--- config.mk ---
export PLATFORM = sky130hd
export DESIGN_NAME = uart_rx_flat
export DESIGN_NICKNAME = d
export VERILOG_FILES = /design/src/rtl/uart_rx_if.sv /design/src/rtl/uart_rx.sv /design/src/flat_wrapper.sv
export SDC_FILE = /design/constraint.sdc
export NUM_CORES = 1
export LEC_CHECK = 0
export CAP_MARGIN = 5
export CORE_MARGIN = 1.5
export CORE_UTILIZATION = 45
export CTS_BUF_LIST = sky130_fd_sc_hd__clkbuf_16
export DETAILED_ROUTE_END_ITERATION = 8
export GPL_TIMING_DRIVEN = 0
export PLACE_DENSITY = 0.71
export SYNTH_ARGS = -nofsm -noshare
export SYNTH_HDL_FRONTEND = slang
export SYNTH_SLANG_ARGS = --single-unit
--- constraint.sdc ---
create_clock -name clk -period 3.68 [get_ports clk]
set_input_delay 0.368 -clock clk [delete_from_list [all_inputs] [get_ports clk]]
set_output_delay 0.368 -clock clk [all_outputs]
set_load 0.05 [all_outputs]
--- src/rtl/uart_rx_if.sv ---
// Byte-side and serial-side signals of the UART receiver, grouped for port hookup.
// slave = receiver view; master = the driver/consumer view.
interface uart_rx_if;
  logic       rx;
  logic       parity_en;
  logic [7:0] rx_data;
  logic       rx_valid;
  logic       parity_err;
  logic       frame_err;

  modport slave (
    input  rx,
    input  parity_en,
    output rx_data,
    output rx_valid,
    output parity_err,
    output frame_err
  );

  modport master (
    output rx,
    output parity_en,
    input  rx_data,
    input  rx_valid,
    input  parity_err,
    input  frame_err
  );
endinterface

--- src/rtl/uart_rx.sv ---
// UART receiver, 8N1 / 8E1: status pulses register at the stop-sample edge (t0+2+H+9/10 bit times).
// No back-pressure: rx_valid is a single-cycle pulse the consumer must take.
module uart_rx #(
  parameter int CLK_PER_BIT = 5208
) (
  input  logic clk,
  input  logic rst,
  uart_rx_if.slave bus
);

  localparam int CNT_W = $clog2(CLK_PER_BIT);
  localparam logic [CNT_W-1:0] HALF_M1 = CNT_W'(CLK_PER_BIT / 2 - 1);
  localparam logic [CNT_W-1:0] FULL_M1 = CNT_W'(CLK_PER_BIT - 1);

  typedef enum logic [2:0] {
    S_IDLE, S_START, S_DATA, S_PARITY, S_STOP, S_WAIT_IDLE
  } state_t;

  state_t           r_state, w_state_nxt;
  logic [CNT_W-1:0] r_cnt,   w_cnt_nxt;
  logic [2:0]       r_idx,   w_idx_nxt;
  logic [7:0]       r_shift, w_shift_nxt;
  logic             r_pen,   w_pen_nxt;
  logic             r_mis,   w_mis_nxt;
  logic [7:0]       r_data,  w_data_nxt;
  logic             r_valid, w_valid_nxt;
  logic             r_perr,  w_perr_nxt;
  logic             r_ferr,  w_ferr_nxt;
  logic             r_sync1, r_sync2;
  logic             w_rx_s;

  assign w_rx_s = r_sync2;

  always_ff @(posedge clk or posedge rst) begin
    if (rst) begin
      r_sync1 <= 1'b1;
      r_sync2 <= 1'b1;
      r_state <= S_IDLE;
      r_cnt   <= '0;
      r_idx   <= '0;
      r_shift <= '0;
      r_pen   <= 1'b0;
      r_mis   <= 1'b0;
      r_data  <= '0;
      r_valid <= 1'b0;
      r_perr  <= 1'b0;
      r_ferr  <= 1'b0;
    end else begin
      r_sync1 <= bus.rx;
      r_sync2 <= r_sync1;
      r_state <= w_state_nxt;
      r_cnt   <= w_cnt_nxt;
      r_idx   <= w_idx_nxt;
      r_shift <= w_shift_nxt;
      r_pen   <= w_pen_nxt;
      r_mis   <= w_mis_nxt;
      r_data  <= w_data_nxt;
      r_valid <= w_valid_nxt;
      r_perr  <= w_perr_nxt;
      r_ferr  <= w_ferr_nxt;
    end
  end

  always_comb begin
    w_state_nxt = r_state;
    w_cnt_nxt   = r_cnt;
    w_idx_nxt   = r_idx;
    w_shift_nxt = r_shift;
    w_pen_nxt   = r_pen;
    w_mis_nxt   = r_mis;
    w_data_nxt  = r_data;
    w_valid_nxt = 1'b0;
    w_perr_nxt  = 1'b0;
    w_ferr_nxt  = 1'b0;
    case (r_state)
      S_IDLE: begin
        w_cnt_nxt = '0;
        w_idx_nxt = '0;
        if (!w_rx_s) w_state_nxt = S_START;
      end
      S_START: begin
        if (r_cnt == HALF_M1) begin
          w_cnt_nxt = '0;
          // A high sample at mid start bit is a glitch, not a frame.
          if (!w_rx_s) begin
            w_pen_nxt   = bus.parity_en;
            w_mis_nxt   = 1'b0;
            w_state_nxt = S_DATA;
          end else begin
            w_state_nxt = S_IDLE;
          end
        end else begin
          w_cnt_nxt = r_cnt + CNT_W'(1);
        end
      end
      S_DATA: begin
        if (r_cnt == FULL_M1) begin
          w_cnt_nxt          = '0;
          w_shift_nxt[r_idx] = w_rx_s;
          w_idx_nxt          = r_idx + 3'd1;
          if (r_idx == 3'd7) w_state_nxt = r_pen ? S_PARITY : S_STOP;
        end else begin
          w_cnt_nxt = r_cnt + CNT_W'(1);
        end
      end
      S_PARITY: begin
        if (r_cnt == FULL_M1) begin
          w_cnt_nxt   = '0;
          w_mis_nxt   = w_rx_s ^ (^r_shift);
          w_state_nxt = S_STOP;
        end else begin
          w_cnt_nxt = r_cnt + CNT_W'(1);
        end
      end
      S_STOP: begin
        if (r_cnt == FULL_M1) begin
          w_cnt_nxt = '0;
          // Framing error wins over parity and leaves rx_data untouched.
          if (!w_rx_s) begin
            w_ferr_nxt  = 1'b1;
            w_state_nxt = S_WAIT_IDLE;
          end else begin
            w_data_nxt  = r_shift;
            w_perr_nxt  = r_mis;
            w_valid_nxt = !r_mis;
            w_state_nxt = S_IDLE;
          end
        end else begin
          w_cnt_nxt = r_cnt + CNT_W'(1);
        end
      end
      S_WAIT_IDLE: begin
        w_cnt_nxt = '0;
        if (w_rx_s) w_state_nxt = S_IDLE;
      end
      default: begin
        w_cnt_nxt   = '0;
        w_state_nxt = S_IDLE;
      end
    endcase
  end

  assign bus.rx_data    = r_data;
  assign bus.rx_valid   = r_valid;
  assign bus.parity_err = r_perr;
  assign bus.frame_err  = r_ferr;

endmodule

--- src/flat_wrapper.sv ---
// flat-port wrapper written by rule: the top's interface ports become plain ports
module uart_rx_flat 
#(
  parameter int CLK_PER_BIT = 5208
)
  (clk, rst, bus_rx, bus_parity_en, bus_rx_data, bus_rx_valid, bus_parity_err, bus_frame_err);
  uart_rx_if bus_i ();
  input  logic clk;
  input  logic rst;
  input wire logic [$bits(bus_i.rx)-1:0] bus_rx;
  input wire logic [$bits(bus_i.parity_en)-1:0] bus_parity_en;
  output wire logic [$bits(bus_i.rx_data)-1:0] bus_rx_data;
  output wire logic [$bits(bus_i.rx_valid)-1:0] bus_rx_valid;
  output wire logic [$bits(bus_i.parity_err)-1:0] bus_parity_err;
  output wire logic [$bits(bus_i.frame_err)-1:0] bus_frame_err;
  assign bus_i.rx = bus_rx;
  assign bus_i.parity_en = bus_parity_en;
  assign bus_rx_data = bus_i.rx_data;
  assign bus_rx_valid = bus_i.rx_valid;
  assign bus_parity_err = bus_i.parity_err;
  assign bus_frame_err = bus_i.frame_err;
  uart_rx #(.CLK_PER_BIT(CLK_PER_BIT)) u_core (.clk(clk), .rst(rst), .bus(bus_i));
endmodule
==> qor.csv <==
metric;value;unit
outcome;completed;
clock_latency;0.28;ns
cts_max_level;2;
hold_viol_final;0;
syn_avg_cell_area;11.4;um2
netlist_area;2190;um2
synth_compound_area_share;5.88;%
ios;15;
leakage;1.14;nW
grt_pass1_wl;6820;um
fp.dieW;72.8;um
fp.coreArea;4690;um2
max_freq;0.436;GHz
drv_cap;0;
worst_slew_pin_slew;0.859;ns
grt_max_degree;43;
path_clk_slew;0.05;ns
cp-start-kind;register;
cp-startpoint;u_core.r_cnt[0];
synth_fa_ha_area_share;1.71;%
clock_path_buffers;2;
synth_top_family_by_area;simple AND/OR/NAND/NOR gates;
final_common_cell;dfrtp_1;
yosysSeqAreaShare;48.1;%
drcViolationCount;0;
worstPathRequired;3.83;ns
grt_antenna_before_repair;0;
yosys_warnings;0;
crit_end;u_core.r_cnt[5];
ys.flop_type;dfrtp_1;
r2r_slack;1.38;ns
vias_per_cell;5.53;
r2r_cells;6;
final_cell_mix;40 x dfrtp_1, 18 x nor2_1, 18 x mux2_2, 14 x clkdlybuf4s50_1;
cp.arrival;2.44;ns
postCtsSetupBuffers;0;
rows;25;
synth.ff_latch_count;42;
drive_above_1_share;18.1;%
cts_tree;yes;
synth-edff-count;0;
die-area;5300;um2
wl;4020;um
fillers;418;
yosysUniqueCellTypes;51;
cts_buffers;5;
synth.area.mux_share;10.7;%
place_ws;1.40;ns
r2r-start;u_core.r_cnt[0];
fin_skew;0.00411;ns
reg2reg_to;u_core.r_cnt[5];
die_h;72.8;um
antenna_cells;0;
end_kind;register;
post_drt_wl_per_cell;14.9;um
place_congestion;0.859;
min_path_type;reg -> reg;
synthCells;193;
irDropWorstVdd;0.000197;V
pwr_density_cell;350;nW/um2
crit_fanout;10;
place_area;2400;um2
port-buffer-count;14;
dp.final_hpwl;2810;um
yosys.area_share.simple;23.0;%
ys_async_sr_fraction;100;%
clock_sinks;42;
slew-limit-headroom;42.7;%
grt_usage;17.3;%
first_global_vias;1451;
drtPass1Iterations;4;
nets;221;
grt_overflow_total;0;
synth_xor_area_share;7.42;%
finalMaxSlewViolations;0;
design_area;2530;um2
fin_tns_setup;0;ns
vias;1488;
setup_viol;0;
fin_ws;1.38;ns
drt_iter0_drc;93;
ant_nets;0;
post_cts_resized;0;
post-route-period-util;62.4;%
initial_core_util;46.7;%
rsz0062_at_grt;false;
syn_to_final_growth;15.7;%
cts-root-buf;clkbuf_16;
syn_nets;200;
worstSetupPathType;reg -> reg;
postCtsHoldBufs;0;
fin_crit;2.30;ns
min_from;u_core.r_sync1;
==> flip-flops by register name, indices dropped and copies added, names as in the netlist <==
signal	flops
u_core.r_pen	1
u_core.r_sync1	1
u_core.r_idx	3
u_core.r_cnt	13
u_core.bus.rx_data	8
u_core.r_state	3
u_core.r_shift	8
u_core.r_sync2	1
u_core.r_mis	1
u_core.bus.frame_err	1
u_core.bus.parity_err	1
u_core.bus.rx_valid	1
==> power by group <==
part           internal, mW  switching [mW]  total (mW)
combinational       0.00520          0.0127      0.0179
clock                 0.244           0.161       0.404
sequential            0.464         0.00142       0.466
total                 0.713           0.175       0.888
==> worst max-delay path, cell delays in order (launching register included) <==
cell      delay [ns]
dfrtp_1         0.38
ha_1            0.29
and3_1          0.25
nand4_2         0.27
a22oi_1         0.47
clkbuf_1        0.40
nor2_1          0.11
==> per-layer routing <==
metal  up-vias  GRT usage, %  wire length (um)
met5         -             0                 0
met4         0          6.29                40
met3         4          4.97               106
met2        22          27.9              2070
met1       727          22.3              1800
li1        735             -                 -
==> kinds of logic after synthesis <==
logic type      count (synthesis)
simple gates                   77
mux                            21
buf+inv                        17
compound gates                 16
flops                          42
fa+ha+maj                       3
xor+xnor                       17
==> worst min-delay path by stage <==
stage          depth (start not counted)        endpoint
5_1_grt                                0  u_core.r_sync2
3_5_place_dp                           0  u_core.r_sync2
6_report                               0  u_core.r_sync2
2_1_floorplan                          0  u_core.r_sync2
3_3_place_gp                           0  u_core.r_sync2
4_1_cts                                0  u_core.r_sync2
==> metrics by stage <==
stage / hold slack, ns / cells / util [%] / power [mW]
6_report: 0.356 / 269 / 54.0 / 0.888
5_1_grt: 0.359 / 269 / 54.0 / 0.920
4_1_cts: 0.357 / 269 / 54.0 / 0.899
3_5_place_dp: 0.349 / 261 / 51.1 / 0.492
3_3_place_gp: 0.346 / 261 / 51.1 / 0.492
2_1_floorplan: 0.345 / 193 / - / 0.485
==> synthesized netlist by cell type (2+ instances only) <==
cell       number  area [um2]
xor2_1          7        61.3
nor3b_1         2        15.0
nand4_1         3        18.8
inv_1           7        26.3
nor3_1          6        30.0
a22o_1          4        35.0
ha_1            3        37.5
nand2b_1        2        12.5
o2bb2ai_1       2        17.5
a221oi_1        2        17.5
or2_2           2        12.5
nor2b_1         3        18.8
nand3_1         7        35.0
mux2_2         18         203
mux2i_1         2        20.0
nor4_1          2        12.5
nand2_1         9        33.8
a21oi_1         2        10.0
dfrtp_1        40        1000
and4_1          3        26.3
clkbuf_1        5        18.8
nor4b_4         2        47.6
xnor2_1         9        78.8
dfstp_2         2        52.6
nor2_1         18        67.6
and3_1          3        18.8
buf_1           2        7.51
nand4b_1        3        26.3
==> area by class of cell <==
type | count | area [um2] | area share, %
Inverter | 7 | 26.3 | 1.04
Clock buffer | 5 | 125 | 4.94
Timing Repair Buffer | 14 | 140 | 5.53
Multi-Input combinational cell | 134 | 1070 | 42.1
Tap cell | 54 | 67.6 | 2.67
Sequential cell | 42 | 1050 | 41.6
Buffer | 10 | 43.8 | 1.73
Clock inverter | 3 | 11.3 | 0.444
(Power assumes the default switching activity.)
